[config.mk]
export PLATFORM = sky130hd
export DESIGN_NAME = alu_nbit_seq
export DESIGN_NICKNAME = d
export VERILOG_FILES = /design/src/rtl/alu_nbit_pkg.sv /design/src/rtl/alu_nbit_comb.sv /design/src/rtl/alu_nbit_seq.sv
export SDC_FILE = /design/constraint.sdc
export NUM_CORES = 1
export LEC_CHECK = 0
export BUFFER_PORTS_ARGS = -buffer_cell sky130_fd_sc_hd__buf_4
export CORE_MARGIN = 2
export CORE_UTILIZATION = 45
export CTS_CLUSTER_SIZE = 24
export DETAILED_ROUTE_END_ITERATION = 7
export PLACE_DENSITY = 0.72
export SYNTH_ARGS = -nofsm -noshare
export SYNTH_HDL_FRONTEND = slang
export SYNTH_SLANG_ARGS = --single-unit
[constraint.sdc]
create_clock -name clk -period 3.3 [get_ports clk]
set_input_delay 0.165 -clock clk [delete_from_list [all_inputs] [get_ports clk]]
set_output_delay 0.165 -clock clk [all_outputs]
set_load 0.02 [all_outputs]
[src/rtl/alu_nbit_pkg.sv]
`default_nettype none
// alu_nbit_pkg: op codes and FSM state encoding shared by the alu_nbit blocks (rev 1.0).
package alu_nbit_pkg;

  localparam logic [2:0] OP_AND = 3'b000;
  localparam logic [2:0] OP_OR  = 3'b001;
  localparam logic [2:0] OP_ADD = 3'b010;
  localparam logic [2:0] OP_SUB = 3'b011;
  localparam logic [2:0] OP_SLT = 3'b100;
  localparam logic [2:0] OP_NOR = 3'b101;
  localparam logic [2:0] OP_MUL = 3'b110;
  localparam logic [2:0] OP_RSV = 3'b111;

  typedef enum logic [1:0] {
    S_IDLE = 2'd0,
    S_BUSY = 2'd1,
    S_DONE = 2'd2
  } state_t;

endpackage
`default_nettype wire

[src/rtl/alu_nbit_comb.sv]
`default_nettype none
// alu_nbit_comb: single-cycle logic/adder unit; MUL and reserved codes yield all-zero outputs (rev 1.0).
module alu_nbit_comb
  import alu_nbit_pkg::*;
#(
  parameter int WIDTH = 32
) (
  input  logic [2:0]       op,
  input  logic [WIDTH-1:0] a,
  input  logic [WIDTH-1:0] b,
  output logic [WIDTH-1:0] result,
  output logic             carry,
  output logic             overflow
);

  logic             sub;
  logic [WIDTH-1:0] b_x;
  logic [WIDTH:0]   sum;
  logic             ovf;

  // SUB and SLT share the adder as a + ~b + 1.
  assign sub = (op == OP_SUB) || (op == OP_SLT);
  assign b_x = sub ? ~b : b;
  assign sum = {1'b0, a} + {1'b0, b_x} + {{WIDTH{1'b0}}, sub};
  assign ovf = (a[WIDTH-1] == b_x[WIDTH-1]) && (sum[WIDTH-1] != a[WIDTH-1]);

  always_comb begin
    result   = '0;
    carry    = 1'b0;
    overflow = 1'b0;
    case (op)
      OP_AND: result = a & b;
      OP_OR:  result = a | b;
      OP_NOR: result = ~(a | b);
      OP_ADD, OP_SUB: begin
        result   = sum[WIDTH-1:0];
        carry    = sum[WIDTH];
        overflow = ovf;
      end
      OP_SLT: result = {{(WIDTH-1){1'b0}}, sum[WIDTH-1] ^ ovf};
      default: ;
    endcase
  end

endmodule
`default_nettype wire

[src/rtl/alu_nbit_seq.sv]
`default_nettype none
// alu_nbit_seq: handshaked N-bit ALU with registered result (rev 1.0).
// Define ALU_NBIT_MUL_EN to build the multi-cycle unsigned shift-add multiplier.
module alu_nbit_seq
  import alu_nbit_pkg::*;
#(
  parameter int WIDTH = 32
) (
  input  logic             clk,
  input  logic             rst,
  input  logic             in_valid,
  output logic             in_ready,
  input  logic [2:0]       op,
  input  logic [WIDTH-1:0] a,
  input  logic [WIDTH-1:0] b,
  output logic             out_valid,
  input  logic             out_ready,
  output logic [WIDTH-1:0] result,
  output logic             zero,
  output logic             carry,
  output logic             overflow,
  output logic             illegal
);

  state_t           state;
  state_t           state_nx;
  logic [WIDTH-1:0] c_result;
  logic             c_carry;
  logic             c_ovf;
  logic             accept;
  logic             mul_req;
  logic             last_step;
  logic             illegal_op;

  alu_nbit_comb #(.WIDTH(WIDTH)) u_comb (
    .op       (op),
    .a        (a),
    .b        (b),
    .result   (c_result),
    .carry    (c_carry),
    .overflow (c_ovf)
  );

  assign accept    = (state == S_IDLE) && in_valid;
  assign in_ready  = (state == S_IDLE) && !rst;
  assign out_valid = (state == S_DONE);

`ifdef ALU_NBIT_MUL_EN
  localparam int CW = $clog2(WIDTH);

  logic [CW-1:0]      step;
  logic [WIDTH-1:0]   mcand;
  logic [2*WIDTH-1:0] prod;
  logic [WIDTH:0]     psum;
  logic [2*WIDTH-1:0] prod_nx;

  assign mul_req    = (op == OP_MUL);
  assign illegal_op = (op == OP_RSV);
  assign last_step  = (state == S_BUSY) && (step == CW'(WIDTH - 1));

  // Multiplier sits in the low half and shifts out as partial sums enter the top.
  assign psum    = {1'b0, prod[2*WIDTH-1:WIDTH]} + (prod[0] ? {1'b0, mcand} : '0);
  assign prod_nx = {psum, prod[WIDTH-1:1]};

  always_ff @(posedge clk or posedge rst) begin
    if (rst) begin
      step  <= '0;
      mcand <= '0;
      prod  <= '0;
    end else if (accept && mul_req) begin
      step  <= '0;
      mcand <= a;
      prod  <= {{WIDTH{1'b0}}, b};
    end else if (state == S_BUSY) begin
      step  <= step + CW'(1);
      prod  <= prod_nx;
    end
  end
`else
  assign mul_req    = 1'b0;
  assign last_step  = 1'b0;
  assign illegal_op = (op == OP_RSV) || (op == OP_MUL);
`endif

  always_ff @(posedge clk or posedge rst) begin
    if (rst) state <= S_IDLE;
    else     state <= state_nx;
  end

  always_comb begin
    state_nx = state;
    case (state)
      S_IDLE:  if (in_valid) state_nx = mul_req ? S_BUSY : S_DONE;
      S_BUSY:  if (last_step) state_nx = S_DONE;
      S_DONE:  if (out_ready) state_nx = S_IDLE;
      default: state_nx = S_IDLE;
    endcase
  end

  always_ff @(posedge clk or posedge rst) begin
    if (rst) begin
      result   <= '0;
      zero     <= 1'b0;
      carry    <= 1'b0;
      overflow <= 1'b0;
      illegal  <= 1'b0;
    end else if (accept && !mul_req) begin
      result   <= c_result;
      zero     <= (c_result == '0);
      carry    <= c_carry;
      overflow <= c_ovf;
      illegal  <= illegal_op;
    end
`ifdef ALU_NBIT_MUL_EN
    else if (last_step) begin
      result   <= prod_nx[WIDTH-1:0];
      zero     <= (prod_nx[WIDTH-1:0] == '0);
      carry    <= 1'b0;
      overflow <= |prod_nx[2*WIDTH-1:WIDTH];
      illegal  <= 1'b0;
    end
`endif
  end

endmodule
`default_nettype wire

After elaboration in Yosys (flattened, before gate mapping)
Cells that the tools add are included.
{"block": "classes", "add_sub_neg": 2, "eq_ne": 13, "n_mux": 7, "bitwise_logic": 6, "n_reduce_logical": 11}
{"op": "$pmux 32 s5", "n": 1}
{"op": "$not 32->32", "n": 2}
{"op": "$add 32x32->33", "n": 1}
{"op": "$add 33x1->33", "n": 1}
{"op": "$and 32x32->32", "n": 1}
{"op": "$logic_not 32->1", "n": 1}
{"op": "$mux 32", "n": 1}
{"op": "$or 32x32->32", "n": 1}
{"op": "$eq 3x3->1 const B", "n": 4}
{"op": "$eq 3x2->1 const B", "n": 2}
{"op": "$pmux 2 s3", "n": 1}
{"op": "$mux 2", "n": 2}
{"op": "$eq 3x1->1 const B", "n": 1}
{"op": "$logic_and 1x1->1", "n": 3}
{"op": "$logic_not 3->1", "n": 1}
{"op": "$reduce_and 3->1", "n": 1}
{"op": "$eq 2x1->1 const B", "n": 1}
{"op": "$eq 2x2->1 const B", "n": 1}
{"op": "$logic_not 2->1", "n": 1}
{"op": "$logic_or 1x1->1", "n": 2}
{"op": "$mux 1", "n": 2}
{"op": "$ne 2x1->1 const B", "n": 1}
{"op": "$ne 2x2->1 const B", "n": 1}
{"op": "$reduce_or 2->1", "n": 1}
{"op": "other kinds (5)", "n": 5}
{"block": "word_totals", "reg_bits": 38}

Depth between registers and ports, before layout
{"block": "logic_depth", "word_depth": 10, "mapped_depth": 17, "mapped_depth_nobuf": 15}

By module
Synthesis repeated with hierarchy kept, for this count alone.
{"block": "unflattened", "hier_cells": 622, "area_unflattened_um2": 4528.1}
{"module": "alu_nbit_comb", "n_inst": 1, "cells_per_inst": 454, "area_per_inst_um2": 3022.9}
{"module": "alu_nbit_seq", "n_inst": 1, "cells_per_inst": 168, "area_per_inst_um2": 1505.2}

Worst setup path before layout
No wires, ideal clock.
{"block": "synth_path", "path_kind": "input-to-reg", "startpoint": "in op[1]", "endpoint": "reg zero", "arrival_ps": 4142, "slack_ps": -945, "path_stages": 16, "n_path_buf": 2, "path_cell_list": "buf_6 > or3b_4 > nand2_1 > buf_1 > xor2_1 > ha_1 > or2_2 > o21a_1 > or2_2 > a41o_1 > xor2_1 > a22oi_1 > nand3_1 > or3_1 > or4_1 > o41ai_2"}
{"block": "synth_via", "elab_chain_cells": 10}
{"element": "from (decl)", "line": "alu_nbit_seq.sv:13", "text": "input logic [2:0] op,"}
{"element": "$eq 3x2->1 / $eq 3x3->1 (equally long branches)", "line": "alu_nbit_comb.sv:22, alu_nbit_comb.sv:31"}
{"element": "$logic_or 1x1->1", "line": "alu_nbit_comb.sv:22", "text": "assign sub = (op == OP_SUB) || (op == OP_SLT);"}
{"element": "$mux 32", "line": "alu_nbit_comb.sv:23", "text": "assign b_x = sub ? ~b : b;"}
{"element": "$add 32x32->33", "line": "alu_nbit_comb.sv:24", "text": "assign sum = {1'b0, a} + {1'b0, b_x} + {{WIDTH{1'b0}}, sub};"}
{"element": "$add 33x1->33", "line": "alu_nbit_comb.sv:24"}
{"element": "$ne 1x1->1", "line": "alu_nbit_comb.sv:25", "text": "assign ovf = (a[WIDTH-1] == b_x[WIDTH-1]) && (sum[WIDTH-1] != a[WIDTH-1]);"}
{"element": "$logic_and 1x1->1", "line": "alu_nbit_comb.sv:25"}
{"element": "$xor 1x1->1", "line": "alu_nbit_comb.sv:40", "text": "OP_SLT: result = {{(WIDTH-1){1'b0}}, sum[WIDTH-1] ^ ovf};"}
{"element": "$pmux 32 s5 (*)", "line": "alu_nbit_comb.sv:31", "text": "case (op)"}
{"element": "$logic_not 32->1 (*)", "line": "alu_nbit_seq.sv:109", "text": "zero <= (c_result == '0);"}
{"element": "to (signal assigned)", "line": "alu_nbit_seq.sv:109"}
{"element": "to (decl)", "line": "alu_nbit_seq.sv:19", "text": "output logic zero,"}
Every way passes the cells marked *; elsewhere a longest branch is shown, timed or not.
A chain may end at the register's enable or synchronous reset.

Worst setup path after layout
{"block": "layout_path", "startpoint": "in op[2]", "endpoint": "reg zero"}
Same word-level chain as after synthesis.

==> results.md <==
* Outcome: finished with violations
* Failing checks: negative setup slack
* Commonest non-fill, non-tap cell in the layout: buf_4
* Power Dens Cells at 394.8 nW/um2
* Post-layout util at 70.43%
* Worst flop-to-flop path startpoint: state[1]$_DFFE_PP0P_
* Final net count at 977
* CP dominant cell by count: buf_4
* Hold crit path type: in -> reg
* Post-synth EDFFs at 0
* Syn. warnings at 0
* # rows at 37
* GP Congestion at 0.9783
* Buffers on Ports at 108
* WP buf/inv at 3
* Worst path cell trace: buf_4 > nand3b_1 > buf_4 > buf_4 > nand3_1 > o21ai_0 > fa_1 > nor2b_2 > o21a_2 > o211ai_1 > a31o_2 > xnor2_1 > o22ai_1 > a211o_1 > or3_1 > or4_4 > o41ai_2
* Number of global-route vias before repair at 5404
* Hold Path Depth at 2
* Most frequent cells in the layout: 258 x buf_4, 76 x nand2_1, 59 x a21oi_1
* Synth unique cells at 66
* CP endpoint: zero$_DFFE_PP0P_
* Tmin final at 3696 ps
* GR Util met3 at 3.311%
* Hold_buf cts at 0
* Internal power at 0.001628 W
* Final Cycle Share at 112.0%
* Crit path from: op[2]
* RSZ-0062 raised after global routing: true
* HPWL after DPL at 14.01 mm
* Synth Instances at 629
* Gate power share at 67.9%
* I/O pins at 109
* Via/cell ratio at 5.888
* Die extent in y at 106.3 um
* Worst hold slack at 68.21 ps
* Initial Util at 46.06%
* Cell taking the most area after synthesis: dfrtp_1
* Number of setup violations in the final report at 2
* Ys async rst share at 100.0%
* Switching Share at 42.78%
* CTS tree: yes
* TritonRoute pass-1 iters at 5
* Switching Power at 0.001217 W
* Critical path arrival at 3880 ps
* Post-synth net total at 737
* Worst reg-to-reg setup slack at 720 ps
* Kind of critical path: in -> reg
* Total core area at 10230 um2
* GRT overflow at 0
* Synth Register Bits at 37
* Final Slew Violations at 0
* DRT antenna net count at 0
* Met2 GRT Util at 48.12%
* Max_slew headroom at 36.53%
* P_leak at 3.347 nW
* Max-cap viol count at 0
* Synth-to-layout area growth at 52.92%
* CP endpoint kind: flop
* GR Layer Usage met1 at 42.07%
* Remaining DRCs at 0
* CTS sink cnt at 37
* Clock share of power at 10.6%
* Avg Synthesized Cell Area at 7.491 um2
* Root Buffer: clkbuf_8
* Max incr delay on CP at 430 ps
* CP top delay family: compound AO/OA/AOI/OAI gates
* Number of diodes at 0
* Achievable Freq at 0.2706 GHz
* Hold Vio Cnt, Final at 0
* Htree depth at 2
* Flop pwr share at 21.4%
* Vias at 5923
* Setup Skew at 6.283 ps
* Top FF cell, synth: dfrtp_1
* Maximum vdd ir drop at 0.0002864 V
* Worst Path Required at 3480 ps
* Crit path max-delay cell type: or4_4
* Synth area leaders: dfrtp_1 20%, ha_1 9.6%, xor2_1 7.8%
* Sequential area share after synthesis at 19.65%
* Reg2reg end: zero$_DFFE_PP0P_
* Clock-pin slew on the worst setup and hold paths at 70 ps
* Fin worst setup slack at -395.8 ps
* Crit Path Max Fanout at 6
* Global routing's busiest layer: met2
* Initial antenna violation count at 0
* Synth top area share at 19.65%
* Layout cells sized above 1 at 38.39%
* Largest net degree at the start of global routing at 53
* CP Depth at 17
* Worst Tran Pin Value at 951.0 ps
* First-pass GRT wire length at 27.24 mm
* Avg WL per Cell at 17.69 um
* First DRT Iteration DRCs at 424
* Global Route Usage Sum at 30.18%
* DIE WIDTH at 106.3 um
* Die area at 11310 um2
* Critical Path Source Type: primary input
* Worst-skew pair later-pin latency at 290 ps
* Total wire length at 17.80 mm
* Num CTS Buffers at 5
* Syn Std Cell Area at 4712 um2
* Reg2Reg Depth at 9
* Clock tree buffer depth at 2
==> synth_stat cells (8+ instances only) <==
master    number
ha_1          36
a22oi_1        9
nand2_1       79
nand4_1       12
xnor2_1       14
clkbuf_1      30
inv_1         16
nand3_1        8
nor3_1        22
o21ai_0       57
a31oi_1        9
maj3_1        18
a21oi_1       69
o211ai_1       9
o21a_1        13
xor2_1        42
dfrtp_1       37
o32ai_1        8
nor2_1        34
==> cells by family after synthesis <==
family / Yosys count / share of synthesized area, %
flops: 37 / 19.65
compound gates: 232 / 32.00
simple gates: 191 / 18.99
mux: 2 / 0.4779
xor+xnor: 56 / 10.41
buf+inv: 56 / 4.674
fa+ha+maj: 55 / 13.81
==> state kept, by name (all words and copies together) (netlist names) <==
signal,count
result,32
illegal,1
state,1
overflow,1
zero,1
carry,1
==> worst reg2reg max path, stage by stage, from the launching register on <==
cell       delay (ps)
dfrtp_1           410
inv_1              80
nand2_1            70
a2111oi_0         440
and2_1            230
and4_1            190
and4_1            220
nand4_1            90
or4_4             540
o41ai_2           210
==> power groups by stage <==
stage,logic (W),registers (W),clock network (W)
2_1_floorplan,0.000805,0.000729,0
3_3_place_gp,0.00174,0.000614,0
3_5_place_dp,0.00177,0.000617,0
4_1_cts,0.00181,0.000609,0.000311
5_1_grt,0.00208,0.000620,0.000335
6_report,0.00193,0.000609,0.000303
==> worst min path at each step <==
stage,slack (ps),start,to
2_1_floorplan,260,out_ready,state[1]$_DFFE_PP0P_
3_3_place_gp,350,out_ready,state[1]$_DFFE_PP0P_
3_5_place_dp,370,out_ready,state[1]$_DFFE_PP0P_
4_1_cts,60,out_ready,state[1]$_DFFE_PP0P_
5_1_grt,80,out_ready,state[1]$_DFFE_PP0P_
6_report,70,out_ready,state[1]$_DFFE_PP0P_
==> stage by stage <==
stage	setup TNS (ps)	cells	power, W	worst slack [ps]	cell area [um2]
final	-494.8	1006	0.002845	-395.8	7206
after global routing	-865.2	1006	0.003032	-502.0	7206
after CTS	-503.6	1000	0.002728	-292.1	6904
after detailed placement	-5072	988	0.002384	-868.2	6719
after global placement	-3835	988	0.002350	-756.9	6719
after floorplan	-410.2	629	0.001535	-410.2	4758
==> per-layer routing <==
metal	part of all wire [%]	wire length, um
met1	43	7701
met2	46	8111
met3	7.9	1414
met4	3.2	569
met5	0	0
==> repair_timing <==
| item | CTS | global route |
|---|---|---|
| endpoints found under the setup margin | 7 | 12 |
| cloned | 0 | 1 |
| buffers inserted | 4 | 5 |
| gates resized for setup | 18 | 51 |
| pin swaps | 8 | 15 |
==> area by class of cell <==
class,instances,area [um2]
Clock buffer,5,68.82
Clock inverter,3,17.52
Fill cell,848,3025
Inverter,16,60.06
Multi-Input combinational cell,536,3831
Sequential cell,37,925.9
Tap cell,136,170.2
Timing Repair Buffer,273,2132
No activity file was read; power rests on OpenSTA's default activity.
